[src/rtl/serial_pkg.sv]
// Shared definitions for the bit-paced serial link (receiver and transmitter).
package serial_pkg;

  localparam int unsigned SERIAL_BIT_CLKS  = 100;
  localparam int unsigned SERIAL_DATA_BITS = 8;

  typedef enum logic [1:0] {
    IDLE,
    START,
    DATA,
    STOP
  } rx_state_t;

  // Index width for a counter over n items; never narrower than one bit.
  function automatic int unsigned idx_width(input int unsigned n);
    return (n > 1) ? $clog2(n) : 1;
  endfunction

endpackage

[src/rtl/serial_frame_receiver_bit_phase_counter.sv]
// Bit-period phase counter: counts 1..N while running, wraps N -> 1, clear forces 0.
module bit_phase_counter
  import serial_pkg::*;
#(
  parameter int unsigned N = SERIAL_BIT_CLKS
) (
  input  logic                    clk,
  input  logic                    reset,
  input  logic                    clear,
  input  logic                    run,
  output logic [$clog2(N+1)-1:0]  phase,
  output logic                    wrap
);

  localparam int unsigned PW = $clog2(N + 1);

  assign wrap = run && (phase == PW'(N));

  // Phase register: cleared to 0, otherwise advances and wraps back to 1.
  always_ff @(posedge clk or negedge reset) begin
    if (!reset) begin
      phase <= '0;
    end else if (clear) begin
      phase <= '0;
    end else if (run) begin
      phase <= wrap ? PW'(1) : phase + PW'(1);
    end
  end

endmodule

[src/rtl/serial_frame_receiver.sv]
// Serial frame receiver: start bit, DATA_BITS data bits LSB first, one stop bit.
// Emits a one-cycle rx_valid with the recovered word, or frame_error on a low stop bit.
module serial_frame_receiver
  import serial_pkg::*;
#(
  parameter int unsigned BIT_CLKS     = SERIAL_BIT_CLKS,
  parameter int unsigned DATA_BITS    = SERIAL_DATA_BITS,
  parameter int unsigned SAMPLE_POINT = BIT_CLKS / 2
) (
  input  logic                 clk,
  input  logic                 reset,
  input  logic                 rx_in,
  output logic [DATA_BITS-1:0] rx_data,
  output logic                 rx_valid,
  output logic                 frame_error,
  output logic                 busy
);

  localparam int unsigned PW = $clog2(BIT_CLKS + 1);
  localparam int unsigned IW = idx_width(DATA_BITS);

  rx_state_t            state, state_nxt;
  logic                 rx_m, rx_s, rx_d;
  logic [2:0]           line_ok;
  logic [PW-1:0]        phase;
  logic                 wrap;
  logic                 clear, run;
  logic [IW-1:0]        bit_idx;
  logic [DATA_BITS-1:0] shreg;
  logic                 start_edge, sample, last_bit, stop_sample;

  // Two-flop synchroniser plus one cycle of history for the falling-edge detector.
  always_ff @(posedge clk or negedge reset) begin
    if (!reset) begin
      rx_m <= 1'b1;
      rx_s <= 1'b1;
      rx_d <= 1'b1;
    end else begin
      rx_m <= rx_in;
      rx_s <= rx_m;
      rx_d <= rx_s;
    end
  end

  // Marks when rx_d holds a genuine line sample rather than a reset-forced 1,
  // so a line that is already low at reset release cannot fake a start edge.
  always_ff @(posedge clk or negedge reset) begin
    if (!reset) begin
      line_ok <= '0;
    end else begin
      line_ok <= {line_ok[1:0], 1'b1};
    end
  end

  assign start_edge = (state == IDLE) && line_ok[2] && !rx_s && rx_d;
  assign sample     = (phase == PW'(SAMPLE_POINT));
  assign last_bit   = (bit_idx == IW'(DATA_BITS - 1));
  assign busy       = (state != IDLE);

  bit_phase_counter #(
    .N(BIT_CLKS)
  ) u_phase (
    .clk   (clk),
    .reset (reset),
    .clear (clear),
    .run   (run),
    .phase (phase),
    .wrap  (wrap)
  );

  // State register.
  always_ff @(posedge clk or negedge reset) begin
    if (!reset) begin
      state <= IDLE;
    end else begin
      state <= state_nxt;
    end
  end

  // Next-state logic and phase-counter control.
  always_comb begin
    state_nxt   = state;
    clear       = 1'b0;
    run         = 1'b1;
    stop_sample = 1'b0;
    case (state)
      IDLE: begin
        run   = start_edge;
        clear = !start_edge;
        if (start_edge) state_nxt = START;
      end
      START: begin
        if (sample) begin
          if (rx_s) begin
            state_nxt = IDLE;
            clear     = 1'b1;
          end else begin
            state_nxt = DATA;
          end
        end
      end
      DATA: begin
        if (sample && last_bit) state_nxt = STOP;
      end
      STOP: begin
        if (sample) begin
          state_nxt   = IDLE;
          clear       = 1'b1;
          stop_sample = 1'b1;
        end
      end
      default: state_nxt = IDLE;
    endcase
  end

  // Data shift register (LSB arrives first, enters at the MSB end) and bit index.
  always_ff @(posedge clk or negedge reset) begin
    if (!reset) begin
      shreg   <= '0;
      bit_idx <= '0;
    end else if ((state == DATA) && sample) begin
      shreg   <= {rx_s, shreg[DATA_BITS-1:1]};
      bit_idx <= last_bit ? '0 : bit_idx + IW'(1);
    end
  end

  // Registered stop-bit result: publish the word or flag a framing error.
  always_ff @(posedge clk or negedge reset) begin
    if (!reset) begin
      rx_data     <= '0;
      rx_valid    <= 1'b0;
      frame_error <= 1'b0;
    end else begin
      rx_valid    <= stop_sample && rx_s;
      frame_error <= stop_sample && !rx_s;
      if (stop_sample && rx_s) rx_data <= shreg;
    end
  end

  // The phase counter only reaches its wrap point mid-frame.
  assert property (@(posedge clk) disable iff (!reset) wrap |-> busy);

endmodule

[config.mk]
export PLATFORM = sky130hd
export DESIGN_NAME = serial_frame_receiver
export DESIGN_NICKNAME = d
export VERILOG_FILES = /design/src/rtl/serial_pkg.sv /design/src/rtl/serial_frame_receiver_bit_phase_counter.sv /design/src/rtl/serial_frame_receiver.sv
export SDC_FILE = /design/constraint.sdc
export NUM_CORES = 1
export LEC_CHECK = 0
export BUFFER_PORTS_ARGS = -buffer_cell sky130_fd_sc_hd__buf_2
export CAP_MARGIN = 20
export CELL_PAD_IN_SITES_DETAIL_PLACEMENT = 0
export CELL_PAD_IN_SITES_GLOBAL_PLACEMENT = 2
export CORE_MARGIN = 2
export CORE_UTILIZATION = 40
export DETAILED_ROUTE_END_ITERATION = 16
export PLACE_DENSITY_LB_ADDON = 0.1
export RECOVER_POWER = 50
export SYNTH_ARGS = -nofsm -noshare
export SYNTH_HDL_FRONTEND = slang
export SYNTH_SLANG_ARGS = --single-unit
[constraint.sdc]
create_clock -name clk -period 2.4 [get_ports clk]
set_clock_uncertainty 0.15 [all_clocks]
set_input_delay 0.48 -clock clk [delete_from_list [all_inputs] [get_ports clk]]
set_output_delay 0.48 -clock clk [all_outputs]
set_load 0.05 [all_outputs]
# ---- Word-level counts from Yosys, hierarchy flattened
# Cells that the tools add are included.
dict set report totals {
  reg_bits 36
  out_inout_bits 11
  inputBits 3
}
dict set report classes {
  mux 16
  eq_ne 10
  n_reduce_logical 14
  n_addsub 2
}
# op count
set ops {}
lappend ops {{$mux W7} 3}
lappend ops {{$mux W2} 5}
lappend ops {{$logic_and A1 B1 Y1} 8}
lappend ops {{$ne A2 B2 Y1 const B} 4}
lappend ops {{$pmux W2 S4} 1}
lappend ops {{$add A7 B1 Y7 const B} 1}
lappend ops {{$eq A7 B6 Y1 const B} 1}
lappend ops {{$eq A7 B7 Y1 const B} 1}
lappend ops {{$mux W1} 5}
lappend ops {{$eq A2 B2 Y1 const B} 2}
lappend ops {{$reduce_and A4 Y1} 1}
lappend ops {{$reduce_bool A2 Y1} 2}
lappend ops {{$add A3 B1 Y3 const B} 1}
lappend ops {{$eq A3 B3 Y1 const B} 1}
lappend ops {{$mux W3} 1}
lappend ops {{$pmux W1 S3} 1}
lappend ops {{$eq A2 B1 Y1 const B} 1}
lappend ops {{$logic_not A1 Y1} 2}
lappend ops {{$logic_not A2 Y1} 1}

# ---- Depth between registers and ports, before layout
# Gate-level depths: netlist (run 1).
dict set report logic_depth {
  depth_word 9
  mapped_depth 7
}

# ---- Hierarchy
# Synthesis (run 1) repeated with hierarchy kept, for this count alone.
dict set report hier_totals {
  hier_cells 115
  hier_area_um2 1577.8
}
# module instances area_per_inst_um2 cells_each seq_area_each_um2
set modules_own_cells {}
lappend modules_own_cells {serial_frame_receiver 1 1163.6 72 729.4}
lappend modules_own_cells {bit_phase_counter 1 414.1 43 175.2}

# ---- Worst setup path after synthesis (run 1)
# No wires, ideal clock.
dict set report synth_timing {
  kind {reg2reg}
  from {register u_phase.phase[0]}
  to {register rx_data[0]}
  synth_period_minus_slack_ns 2.157
  required_time_ns 2.125
  t_arrival_ns 1.883
  path_stages_with_launch 8
  setup_time_ns 0.125
  path_slack_ns 0.243
  path_cell_list {dfrtp_1 -> inv_1 -> ha_1 -> nand4b_1 -> or4b_1 -> buf_2 -> nor2_8 -> mux2_2}
}
dict set report synth_between {
  elab_chain_cells 4
}
# item line_no
set synth_lines {}
lappend synth_lines {{start, declared} serial_frame_receiver_bit_phase_counter.sv:11} ;# output logic [$clog2(N+1)-1:0] phase,
lappend synth_lines {{start signal, assigned} serial_frame_receiver_bit_phase_counter.sv:26} ;# phase <= wrap ? PW'(1) : phase + PW'(1);
lappend synth_lines {{$eq A7 B6 Y1} serial_frame_receiver.sv:56} ;# assign sample = (phase == PW'(SAMPLE_POINT));
lappend synth_lines {{$mux W1} serial_frame_receiver.sv:106} ;# if (sample) begin
lappend synth_lines {{$mux W1} serial_frame_receiver.sv:86} ;# case (state)
lappend synth_lines {{$logic_and A1 B1 Y1} serial_frame_receiver.sv:136} ;# if (stop_sample && rx_s) rx_data <= shreg;
lappend synth_lines {{end signal, assigned} serial_frame_receiver.sv:136}
lappend synth_lines {{end, declared} serial_frame_receiver.sv:13} ;# output logic [DATA_BITS-1:0] rx_data,
# No other way between the ends.
# A chain may end at the register's enable or synchronous reset.

# ---- Worst setup path after layout (run 1)
dict set report layout_timing {
  from {register u_phase.phase[1]}
  to {register rx_data[2]}
}
# The elaborated chain is that of the path after synthesis.

==> results.md, run 1 <==
* Worst ir drop on vdd at 0.000285 V
* H-tree levels at 2
* Global-route wire length before repair at 4220 um
* Final Max Tran Viols at 37
* Setup TNS at 0 ns
* Residual DRC count at 0
* First-pass DRT Iterations at 4
* Share of layout cells above drive strength 1 at 36.5%
* Register area share after synthesis at 62.6%
* Status: finished with violations
* CTS Sinks at 36
* CTS tree: yes
* Worst setup endpoint: rx_data[2]
* Post-synth cell types at 26
* Post-CTS Resized at 0
* Top-Level Pins at 14
* Sequential fraction of design power at 57.6%
* Synthesized Nets at 112
* CP Launch Point: u_phase.phase[1]
* Clk_lat worst skew at 0.33 ns
* Drt initial violations at 21
* Peak Freq at 440 MHz
* Net Sw Power at 414 uW
* Comb pwr share at 19.7%
* Failing checks: max-capacitance violations, max-slew violations
* CTS Buf Count at 5
* Worst r2r path cells at 5
* Die Ht at 64.1 um
* Grt total ovfl at 0
* DRT antenna net count at 0
* #FFs+latches synth at 36
* RSZ-0062 raised after global routing: no
* Setup Buffers After CTS at 0
* Largest net degree at the start of global routing at 37
* # fillers at 346
* Clock Tree Root: clkbuf_4
* P per Cell Area at 815 nW/um^2
* FF+latch area at 905 sq um
* Busiest layer in global routing: met2
* Die ar. at 4110 sq um
* Fin. Hold Viols at 0
* Num rows at 21
* FF-to-FF setup slack at 0.13 ns
* Routed Wire Length at 2260 um
* Worst setup SP type: register
* Non-filler instance count after layout at 172
* Diode count at 0
* Core Area at 3420 sq um
* Worst R2R Start: u_phase.phase[1]
* Crit Path Category: register to register
* M3 GR Usage at 4.40%
* Crit path cell chain: ha_1, nand4b_1, or4b_1, nor2_8, mux2_2
* Slowest cell on the critical path: or4b_1
* Final period util at 94.7%
* Clock transition at the registers of the reported paths at 0.11 ns
* Vias per Instance at 4.83
* Die width at 64.1 um
* Via count at 831
* Synthesized area at 1450 sq um
* Worst flop-to-flop path endpoint: rx_data[2]
* Critical-path maximum fanout at 9
* Initial Utilization at 42.3%
* Internal power at 915 uW
* Final setup fails at 0
* # Max-Cap Violations at 1
* Lkg Pwr at 0.859 nW
* Crit path capture type: register
* Min Clock Period, post-route at 2.27 ns
* Multi-input gate area at 517 sq um
* Area Growth Syn to Fin at 12.8%
* Total GRT Usage at 13.8%
* Met2 global-route usage at 21.0%
* Met1 Resource Use GR at 17.7%
* Tot Pwr at 1.33 mW
* Initial antenna violation count at 0
* Min-delay worst type: input pin to register
* Nets at 133
* CP peak stage delay at 0.66 ns
* Mapped Avg Cell Area at 13.9 sq um
* Clock share of power at 22.7%
* Gate Count Post-Synth at 104
* Clock Path Buffers at 2
* Slew headroom at -20.9%
* Dpl cells at 164
* Worst-Margin Slew at 1.81 ns
* Syn. warnings at 0
* Worst Path Required at 2.47 ns
* WHS at 0.0965 ns
* Dpl hpwl at 1600 um
* Vias in the first global route at 871
* Post-CTS Hold Fix Bufs at 0
* Crit path arrival time at 2.34 ns
* Routability Congestion at 0.742
* Switching share of total power at 31.2%
* Routed len/inst at 13.1 um
* Port Buffers at 13
[state kept, by name (all words and copies together) (netlist names), named ones only]
name / flops
rx_valid: 1
u_phase.phase: 7
frame_error: 1
rx_d: 1
line_ok: 3
state: 1
rx_s: 1
rx_data: 8
shreg: 8
rx_m: 1
bit_idx: 3
[worst min path at each step]
stage               startpoint          to  slack, ns  cells past startpoint
global placement    line_ok[0]  line_ok[1]       0.18                      0
global route             rx_in        rx_m       0.07                      1
CTS                      reset  rx_data[7]       0.08                      1
finish                   rx_in        rx_m        0.1                      1
detailed placement  line_ok[1]  line_ok[2]       0.19                      0
floorplan                reset   async pin       0.03                      0
[cells in the final DEF, fill, tap and decap left out, types with 2 or more instances in the layout]
| cell type | synthesis | final |
|---|---|---|
| dfstp_2 | 3 | 2 |
| xor2_1 | 4 | 4 |
| clkbuf_4 | 0 | 5 |
| ha_1 | 5 | 5 |
| nor2_1 | 8 | 8 |
| buf_4 | 0 | 3 |
| inv_1 | 4 | 4 |
| mux2_2 | 20 | 20 |
| buf_2 | 1 | 12 |
| clkbuf_1 | 1 | 3 |
| a21oi_1 | 2 | 2 |
| nand2_1 | 4 | 4 |
| nand3_1 | 5 | 5 |
| dfrtp_1 | 33 | 33 |
[routing by layer]
metal,up-vias,wire length (um)
met5,-,0
met4,0,53
met3,5,99
met2,17,1080
met1,414,1020
li1,395,-
[power by group through the flow]
stage               logic, mW  clock network, mW  registers (mW)
floorplan               0.187                  0           0.757
detailed placement      0.266                  0           0.778
global route            0.304              0.349           0.781
finish                  0.262              0.302           0.765
CTS                     0.268              0.320           0.766
global placement        0.257                  0           0.777
[worst max-delay path: cells and delay by family (launching register included)]
kind | cells | cell delay [ns]
AND/OR/NAND/NOR | 3 | 1.03
flip-flops | 1 | 0.44
multiplexers | 1 | 0.35
adder cells (fa/ha/maj) | 1 | 0.18
[stage by stage]
stage	setup WS, ns	area, sq um	util, %
after CTS	0.121	1630	47.8
after floorplan	0.243	1450	-
final	0.127	1630	47.7
after detailed placement	0.142	1580	46.3
after global placement	0.191	1580	46.3
after global routing	0.0174	1630	47.7
[Yosys cell counts]
| cell | number | share of area, % |
|---|---|---|
| a31o_2 | 1 | 0.61 |
| dfrtp_1 | 33 | 57 |
| o211ai_1 | 1 | 0.52 |
| nand2_1 | 4 | 1.0 |
| and3_1 | 1 | 0.43 |
| or4b_1 | 1 | 0.69 |
| nand4b_1 | 1 | 0.61 |
| or2_2 | 1 | 0.43 |
| nor3b_1 | 1 | 0.52 |
| nor4bb_1 | 1 | 0.69 |
| clkbuf_1 | 1 | 0.26 |
| dfstp_2 | 3 | 5.5 |
| mux2_2 | 20 | 16 |
| conb_1 | 1 | 0.26 |
| nor3_1 | 1 | 0.35 |
| xor2_1 | 4 | 2.4 |
| o21ai_0 | 1 | 0.35 |
| nor2_1 | 8 | 2.1 |
| inv_1 | 4 | 1.0 |
| nor2_8 | 1 | 1.4 |
| xnor2_1 | 1 | 0.61 |
| ha_1 | 5 | 4.3 |
| nor2b_1 | 1 | 0.43 |
| buf_2 | 1 | 0.35 |
| nand3_1 | 5 | 1.7 |
| a21oi_1 | 2 | 0.69 |
[cell families after synthesis]
kind of cell	share of synthesized area (%)
compound gates	2.16
xor+xnor	3.03
fa+ha+maj	4.33
buf+inv	1.64
flops	62.6
mux	15.6
other cells	0.259
simple gates	10.4
[layout make-up]
| type | count | share of cell area (%) |
|---|---|---|
| Clock inverter | 1 | 0.307 |
| Inverter | 4 | 0.921 |
| Tap cell | 46 | 3.53 |
| Multi-Input combinational cell | 62 | 31.7 |
| Clock buffer | 7 | 2.76 |
| Timing Repair Buffer | 16 | 5.30 |
| Sequential cell | 36 | 55.5 |
Note: power is estimated with default switching activity, not from simulation.
==> run 2, diff against run 1 <==
--- a/config.mk
+++ b/config.mk
@@ -9,6 +9,7 @@
 export CAP_MARGIN = 20
 export CELL_PAD_IN_SITES_DETAIL_PLACEMENT = 0
 export CELL_PAD_IN_SITES_GLOBAL_PLACEMENT = 2
+export CORE_ASPECT_RATIO = 0.9
 export CORE_MARGIN = 2
 export CORE_UTILIZATION = 40
 export DETAILED_ROUTE_END_ITERATION = 16
==> run 2 against run 1 <==
Effect of this change: the flow still finishes with violations (max-capacitance violations, max-slew violations); clock-buffer cell count fell by 1; clock power rose by 68%; hold slack improved by 0.050 ns; design area rose by 3.8%; combinational power rose by 5%; utilization rose by 1.7 points; non-clock buffer count rose by 1; largest cell class unchanged; largest power group unchanged.
==> results.md, run 2 (synthesis gave the netlist of run 1 again) <==
* CTS Buf Count at 5 (unchanged)
* Post-CTS Hold Fix Bufs at 0 (unchanged)
* Num rows at 20 (was 21)
* Vias per Instance at 4.78 (was 4.83)
* Peak Freq at 449 MHz (was 440 MHz)
* Die ar. at 4110 sq um (about the same)
* First-pass DRT Iterations at 4 (unchanged)
* HP Start: rx_in (unchanged)
* Largest net degree at the start of global routing at 37 (unchanged)
* Residual DRC count at 0 (unchanged)
* Area Growth Syn to Fin at 17.1% (was 12.8%)
* Share of layout cells above drive strength 1 at 37.8% (was 36.5%)
* Placed inst area at 1590 sq um (was 1580 sq um)
* FF-to-FF setup slack at 0.17 ns (was 0.13 ns)
* Lkg Pwr at 0.890 nW (was 0.859 nW)
* Die Ht at 61.0 um (was 64.1 um)
* Port Buffers at 13 (unchanged)
* Top-Level Pins at 14 (unchanged)
* Drt initial violations at 26 (was 21)
* Worst Path Required at 2.41 ns (was 2.47 ns)
* Worst flop-to-flop path endpoint: rx_data[6] (was rx_data[2])
* Clock Tree Root: clkbuf_8 (was clkbuf_4)
* Worst ir drop on vdd at 0.000395 V (was 0.000285 V)
* # fillers at 325 (was 346)
* FF+latch area at 905 sq um (unchanged)
* Global-route wire length before repair at 3590 um (was 4220 um)
* Final period util at 92.8% (was 94.7%)
* Min-delay worst type: input pin to register (unchanged)
* P per Cell Area at 909 nW/um^2 (was 815 nW/um^2)
* Crit Path Category: register to register (unchanged)
* CTS tree: yes (unchanged)
* Post-route cell area at 1690 sq um (was 1630 sq um)
* Routed Wire Length at 2150 um (was 2260 um)
* RSZ-0062 raised after global routing: no (unchanged)
* Diode count at 0 (unchanged)
* Worst-Margin Slew at 1.87 ns (was 1.81 ns)
* Min Clock Period, post-route at 2.23 ns (was 2.27 ns)
* Worst Hold Depth at 1 (unchanged)
* Hold EP: rx_m (unchanged)
* Multi-input gate area at 517 sq um (unchanged)
* Clk_lat worst skew at 0.28 ns (was 0.33 ns)
* CP peak stage delay at 0.65 ns (was 0.66 ns)
* Worst R2R Start: u_phase.phase[0] (was u_phase.phase[1])
* Status: finished with violations (unchanged)
* Vias in the first global route at 774 (was 871)
* Core Area at 3430 sq um (was 3420 sq um)
* Fin. Hold Viols at 0 (unchanged)
* H-tree levels at 2 (unchanged)
* Final Max Tran Viols at 37 (unchanged)
* Slowest cell on the critical path: or4b_1 (unchanged)
* Worst setup SP type: register (unchanged)
* Crit path arrival time at 2.24 ns (was 2.34 ns)
* Top flop regs: rx_data x8, shreg x8, u_phase.phase x7 (unchanged)
* Critical-path maximum fanout at 9 (unchanged)
* Most frequent cells in the layout: dfrtp_1 (33), mux2_2 (20), buf_2 (12) (unchanged)
* Grt total ovfl at 0 (unchanged)
* Via count at 818 (was 831)
* Crit path capture type: register (unchanged)
* Dpl hpwl at 1540 um (was 1600 um)
* # Max-Cap Violations at 1 (unchanged)
* Routability Congestion at 0.720 (was 0.742)
* Setup Buffers After CTS at 0 (unchanged)
* Critical path buffer and inverter count at 1 (was 0)
* DP Worst Slack at 0.163 ns (was 0.142 ns)
* Failing checks: max-capacitance violations, max-slew violations (unchanged)
* Final setup fails at 0 (unchanged)
* Top delay family on crit path: simple AND/OR/NAND/NOR gates (unchanged)
* CTS Sinks at 36 (unchanged)
* Total GRT Usage at 12.3% (was 13.8%)
* Crit path cell chain: inv_1, ha_1, nand4b_1, or4b_1, nor2_8, mux2_2 (was ha_1, nand4b_1, or4b_1, nor2_8, mux2_2)
* Slew headroom at -24.4% (was -20.9%)
* DRT antenna net count at 0 (unchanged)
* Setup slack after layout at 0.174 ns (was 0.127 ns)
* Most common cell after layout, fill and taps aside: dfrtp_1 (unchanged)
* Routed len/inst at 12.6 um (was 13.1 um)
* Nets at 134 (was 133)
* Post-CTS Resized at 0 (unchanged)
* Tot Pwr at 1.54 mW (was 1.33 mW)
* Initial Utilization at 42.2% (was 42.3%)
* Clock Path Buffers at 2 (unchanged)
* Worst r2r path cells at 6 (was 5)
* Initial antenna violation count at 0 (unchanged)
* Clock transition at the registers of the reported paths at 0.07 ns (was 0.11 ns)
* Die width at 67.4 um (was 64.1 um)
* Setup TNS at 0 ns (unchanged)
run 2: how the worst max path moves through the flow:
stage	from	endpoint	slack, ns	depth (start not counted)
2_1_floorplan	u_phase.phase[0]	rx_data[0]	0.24	7
3_3_place_gp	u_phase.phase[0]	rx_data[6]	0.21	6
3_5_place_dp	u_phase.phase[0]	rx_data[6]	0.16	6
4_1_cts	u_phase.phase[0]	rx_data[6]	0.15	6
5_1_grt	u_phase.phase[0]	u_phase.phase[0]	0.06	7
6_report	u_phase.phase[0]	rx_data[6]	0.17	6
run 2: where the power goes:
group	switching (mW)	total, mW	internal [mW]
Combinational	0.147	0.274	0.128
Sequential	0.0745	0.757	0.682
Clock	0.200	0.508	0.308
Total	0.421	1.54	1.12
run 2: area by class of cell:
cell class	instances	share of cell area (%)
clock buffer	6	4.29
clock inverter	2	2.07
inverter	4	0.887
multi-input combinational	62	30.5
sequential	36	53.4
tap	44	3.25
timing repair buffer	17	5.54
run 2: layer usage:
layer	vias up	part of all wire, %	global-route usage, %	wire length [um]
li1	395	-	-	-
met1	404	49	16.2	1050
met2	14	44	18.1	952
met3	5	5.1	4.75	109
met4	0	1.6	6.12	35
met5	-	0	0	0
run 2: worst reg2reg max path: stages (launching register included):
cell	delay, ns
dfrtp_1	0.38
inv_1	0.08
ha_1	0.14
nand4b_1	0.12
or4b_1	0.65
nor2_8	0.24
mux2_2	0.36
run 2: per-stage QoR:
stage / hold WS, ns / utilization [%] / std cells
finish: 0.147 / 49.4 / 171
detailed placement: 0.187 / 46.3 / 163
global route: 0.132 / 49.4 / 171
global placement: 0.182 / 46.3 / 163
CTS: 0.138 / 49.4 / 171
floorplan: 0.0344 / - / 104
